$ cat src/rtl/iopage_master.sv
// CPU-side master for the 8 KB I/O page: decodes, sequences ADDR/STROBE/DONE and returns data or errors.
// Optional IOPAGE_NXM_TIMEOUT_EN: STROBE waits up to 8 cycles for dev_decode before reporting nxm.
module iopage_master (
  input  logic        clk,
  input  logic        reset,
  input  logic        req,
  input  logic [21:0] req_addr,
  input  logic        req_wr,
  input  logic        req_byte,
  input  logic [15:0] req_data,
  output logic        ack,
  output logic [15:0] rsp_data,
  output logic        nxm,
  output logic        odd_err,
  output logic        busy,
  output logic [12:0] iopage_addr,
  output logic [15:0] iopage_data,
  output logic        iopage_rd,
  output logic        iopage_wr,
  output logic        iopage_byte_op,
  input  logic        dev_decode,
  input  logic [15:0] dev_data
);

  typedef enum logic [1:0] {IDLE, ADDR, STROBE, DONE} state_t;

  state_t      state_q, state_d;
  logic        wr_q, wr_d;
  logic        ack_q, ack_d;
  logic [15:0] rsp_q, rsp_d;
  logic        nxm_q, nxm_d;
  logic        odd_q, odd_d;
  logic        busy_q, busy_d;
  logic [12:0] addr_q, addr_d;
  logic [15:0] data_q, data_d;
  logic        rd_q, rd_d;
  logic        wrs_q, wrs_d;
  logic        byte_q, byte_d;
`ifdef IOPAGE_NXM_TIMEOUT_EN
  logic [2:0]  wait_q, wait_d;
`endif

  function automatic logic is_iopage(input logic [21:0] a);
    return &a[21:13];
  endfunction

  // Byte writes replicate the low byte so either bus lane carries it.
  function automatic logic [15:0] fmt_wdata(input logic [15:0] d, input logic b);
    return b ? {d[7:0], d[7:0]} : d;
  endfunction

  function automatic logic [15:0] fmt_rdata(input logic [15:0] d, input logic b);
    return b ? {8'h00, d[7:0]} : d;
  endfunction

  always_comb begin
    state_d = state_q;
    wr_d    = wr_q;
    ack_d   = 1'b0;
    rsp_d   = rsp_q;
    nxm_d   = 1'b0;
    odd_d   = 1'b0;
    addr_d  = addr_q;
    data_d  = data_q;
    byte_d  = byte_q;
    rd_d    = 1'b0;
    wrs_d   = 1'b0;
`ifdef IOPAGE_NXM_TIMEOUT_EN
    wait_d  = wait_q;
`endif
    case (state_q)
      IDLE: begin
        if (req) begin
          if (!is_iopage(req_addr)) begin
            state_d = DONE;
            ack_d   = 1'b1;
            nxm_d   = 1'b1;
            rsp_d   = 16'h0000;
          end else if (!req_byte && req_addr[0]) begin
            state_d = DONE;
            ack_d   = 1'b1;
            odd_d   = 1'b1;
            rsp_d   = 16'h0000;
          end else begin
            state_d = ADDR;
            wr_d    = req_wr;
            addr_d  = req_addr[12:0];
            byte_d  = req_byte;
            data_d  = fmt_wdata(req_data, req_byte);
          end
        end
      end
      ADDR: begin
        state_d = STROBE;
        rd_d    = !wr_q;
        wrs_d   = wr_q;
`ifdef IOPAGE_NXM_TIMEOUT_EN
        wait_d  = 3'd0;
`endif
      end
      STROBE: begin
        if (dev_decode) begin
          state_d = DONE;
          ack_d   = 1'b1;
          rsp_d   = wr_q ? 16'h0000 : fmt_rdata(dev_data, byte_q);
`ifdef IOPAGE_NXM_TIMEOUT_EN
        end else if (wait_q != 3'd7) begin
          wait_d  = wait_q + 3'd1;
          rd_d    = !wr_q;
          wrs_d   = wr_q;
`endif
        end else begin
          state_d = DONE;
          ack_d   = 1'b1;
          nxm_d   = 1'b1;
          rsp_d   = 16'h0000;
        end
      end
      DONE: begin
        state_d = IDLE;
      end
      default: begin
        state_d = IDLE;
      end
    endcase
    busy_d = (state_d != IDLE);
  end

  always_ff @(posedge clk) begin
    if (reset) begin
      state_q <= IDLE;
      wr_q    <= 1'b0;
      ack_q   <= 1'b0;
      rsp_q   <= 16'h0000;
      nxm_q   <= 1'b0;
      odd_q   <= 1'b0;
      busy_q  <= 1'b0;
      addr_q  <= 13'h0000;
      data_q  <= 16'h0000;
      rd_q    <= 1'b0;
      wrs_q   <= 1'b0;
      byte_q  <= 1'b0;
`ifdef IOPAGE_NXM_TIMEOUT_EN
      wait_q  <= 3'd0;
`endif
    end else begin
      state_q <= state_d;
      wr_q    <= wr_d;
      ack_q   <= ack_d;
      rsp_q   <= rsp_d;
      nxm_q   <= nxm_d;
      odd_q   <= odd_d;
      busy_q  <= busy_d;
      addr_q  <= addr_d;
      data_q  <= data_d;
      rd_q    <= rd_d;
      wrs_q   <= wrs_d;
      byte_q  <= byte_d;
`ifdef IOPAGE_NXM_TIMEOUT_EN
      wait_q  <= wait_d;
`endif
    end
  end

  assign ack            = ack_q;
  assign rsp_data       = rsp_q;
  assign nxm            = nxm_q;
  assign odd_err        = odd_q;
  assign busy           = busy_q;
  assign iopage_addr    = addr_q;
  assign iopage_data    = data_q;
  assign iopage_rd      = rd_q;
  assign iopage_wr      = wrs_q;
  assign iopage_byte_op = byte_q;

endmodule

$ cat config.mk
export PLATFORM = sky130hd
export DESIGN_NAME = iopage_master
export DESIGN_NICKNAME = d
export VERILOG_FILES = /design/src/rtl/iopage_master.sv
export SDC_FILE = /design/constraint.sdc
export NUM_CORES = 1
export LEC_CHECK = 0
export ABC_AREA = 1
export CORE_MARGIN = 4
export CORE_UTILIZATION = 44
export CTS_BUF_LIST = sky130_fd_sc_hd__clkbuf_16
export DETAILED_ROUTE_END_ITERATION = 7
export GPL_ROUTABILITY_DRIVEN = 0
export PLACE_DENSITY = 0.85
export SYNTH_ARGS = -nofsm -noshare
export SYNTH_HDL_FRONTEND = slang
export SYNTH_SLANG_ARGS = --single-unit
$ cat constraint.sdc
create_clock -name clk -period 2.25 [get_ports clk]
set_input_delay 0.45 -clock clk [delete_from_list [all_inputs] [get_ports clk]]
set_output_delay 0.45 -clock clk [all_outputs]
set_load 0.1 [all_outputs]
==> run metrics <==
status=finished clean; final core occ=68.7%; M2 GR Usage=32.7%; Initial Util=45.8%; initial antenna violation count=0; Post-CTS Hold Buffers=0; cell count after synthesis=314; Final HPWL DP=4.73 mm; share of the synthesized area in the top cell type=46.8%; met3 Usage GRT=6.21%; CTS resizes=0; Area Overhead vs Synth=50.2%; yosys warns=0; pre-CTS setup slack=230 ps; CTS Buf Count=5; period utilization=80.7%; Mapped Area=2350 um2; die width=81.1 um; Worst Setup End Kind=flip-flop; nets@finish=487; CTS Root Cell=clkbuf_16; Slew Viols, Final=0; sw frac=42.6%; DRC errors left=0; Clock Pin Slew Worst Setup and Hold Paths=70 ps; drt first-iter violations=34; maxcap violations=0; Startpoint Class=flip-flop; maximum clock frequency=0.551 GHz; first-pass GRT wire length=10.2 mm; multi-input logic area=1090 um2; Crit Path Category=reg2reg; met1 Track Usage GR=24.2%; syn_nets=377; Leak=0.00165 uW; area leader, netlist=dfxtp_1; Worst Hold End=iopage_rd$_SDFF_PP0_; Setup WS post-layout=434 ps; CTS tree=built; final hold violation count=0; PwrDens=990 nW/um2; hold_sp=wr_q$_SDFFE_PP0P_; Routed Antenna Nets=0; Worst R2R Path Depth=8; DR vias/cell=4.76; Logic pwr share=43.0%; Initial DRT Pass Iterations=4; postcts setup bufs=0; Clock Latency Late Sink=290 ps; setup_tns=0 ps; Avg Cell Area, Syn=7.49 um2; Layout Skew=8.33 ps; R2R setup slack=430 ps; maximum fanout along the worst path=26; largest net degree at the start of global routing=32; Internal Power=2010 uW; Die Area=6580 um2; RSZ-0062 raised after global routing=no; vias in the first global route=2239; CTS H-tree lvls=2; Slew @ Worst Pin=733 ps; Std-Cell Rows=26; switching power of the nets=1490 uW; Min Clock Period, post-route=1820 ps; Crit. Startpoint=state_q[0]$_SDFF_PP0_; total number of vias=2353; cells taking the most area after synthesis=dfxtp_1 (47%), nor2_1 (13%), nand2_1 (11%); Critical Path RT=2430 ps; n_diodes=0; Final setup violation count=0; Seq pwr share=32.7%; WL final=6.21 mm; grt peak-use layer=met2; Overflow after GRT=0; fill count=469; Hold Path Depth=1; clock network power share=24.2%; Hold WC Path Type=reg2reg; worst path arrival time=1990 ps; layout cells sized above 1=17.7%; clock buffer depth=2; post-synthesis sequential area ratio=46.8%; register area=1100 um2; Synth cell types=24; GRT Total Usage=19.6%; io pins=112; FF-to-FF End=rsp_data[6]$_SDFFE_PP0P_; Seq cells post-synth=55; Sink Count=55; Die H=81.1 um; RR Startpoint=state_q[0]$_SDFF_PP0_; core box area=5140 um2; number of I/O port buffers=111; Avg WL per Cell=12.6 um; Max VDD drop=0.583 mV; Slew Limit Headroom=51.0%
==> placed cells by master (no fill, tap or decap) <==
cell             count
nand4_4              1
nor2_2               2
nand3_1              3
inv_1               11
or2_1                1
nor3_1               3
nand2_4              2
clkinvlp_4           1
o21ai_0             31
inv_6                1
clkbuf_16            5
a21oi_1              3
clkinv_1             1
bufinv_16            1
dfxtp_1             55
nand3b_1            12
nor2_1              84
clkdlybuf4s50_1     59
o21ai_1              2
a21boi_0            12
nor2_4               1
o32ai_1              1
nand2_2              1
ha_1                 3
nand2_1             68
buf_4               60
==> worst max-delay path by stage <==
stage | endpoint | depth (start not counted)
2_1_floorplan | rsp_data[10]$_SDFFE_PP0P_ | 4
3_3_place_gp | rsp_data[8]$_SDFFE_PP0P_ | 8
3_5_place_dp | rsp_data[6]$_SDFFE_PP0P_ | 8
4_1_cts | rsp_data[6]$_SDFFE_PP0P_ | 8
5_1_grt | rsp_data[8]$_SDFFE_PP0P_ | 8
6_report | rsp_data[6]$_SDFFE_PP0P_ | 8
==> cell families after synthesis <==
group | after synthesis | share of synthesized area, %
adders and majority gates | 3 | 1.60
and+or+nand+nor | 178 | 32.8
buffers and inverters | 29 | 6.97
AOI/OAI and AO/OA | 49 | 11.9
DFF | 55 | 46.8
==> metal layers <==
| metal | share of wire (%) | wire, um |
|---|---|---|
| met5 | 0 | 0 |
| met4 | 1.1 | 68 |
| met3 | 10 | 632 |
| met1 | 43 | 2690 |
| met2 | 45 | 2820 |
==> through the flow <==
stage	cells	power (uW)	area, um2	hold slack, ps
final	494	3500	3530	488
after global routing	494	3670	3530	508
after CTS	494	3520	3530	481
after detailed placement	487	2670	3370	465
after global placement	487	2640	3370	467
after floorplan	314	2320	2350	415
==> power by group through the flow <==
stage,combinational (uW),clock (uW),sequential (uW)
floorplan,417,0,1900
global placement,1480,0,1160
global route,1610,896,1160
CTS,1510,863,1150
detailed placement,1500,0,1170
finish,1510,848,1150
==> critical path: stages (launching register included) <==
cell and delay (ps):
dfxtp_1 350, inv_1 70, ha_1 220, inv_1 110, nand2_1 440, nand2_2 340
nand2_1 70, nand2_1 60, nor2_1 40
==> layout make-up <==
class / instances / share of cell area (%)
clock buffers: 5 / 3.54
clock inverters: 2 / 1.06
inverters: 13 / 1.52
multi-input cells: 230 / 30.8
flip-flops and latches: 55 / 31.2
well taps: 70 / 2.48
repair buffers: 119 / 29.5
==> synthesized netlist by cell type <==
cell type,instances
nand4_4,1
nor3_1,3
clkbuf_1,6
buf_2,4
nand2_4,2
ha_1,3
nor2_2,2
nand3_1,3
or2_1,1
o32ai_1,1
o21ai_0,31
a21oi_1,3
clkinv_1,1
nand2_2,1
nor2_1,84
inv_6,1
buf_6,6
nor2_4,1
o21ai_1,2
nand3b_1,12
a21boi_0,12
dfxtp_1,55
inv_1,11
nand2_1,68
==> flip-flops by register name, indices dropped and copies added, names as in the netlist, 2 cells and up <==
| signal | flops |
|---|---|
| rsp_data | 16 |
| state_q | 2 |
| iopage_data | 16 |
| iopage_addr | 13 |
(Power assumes the default switching activity.)
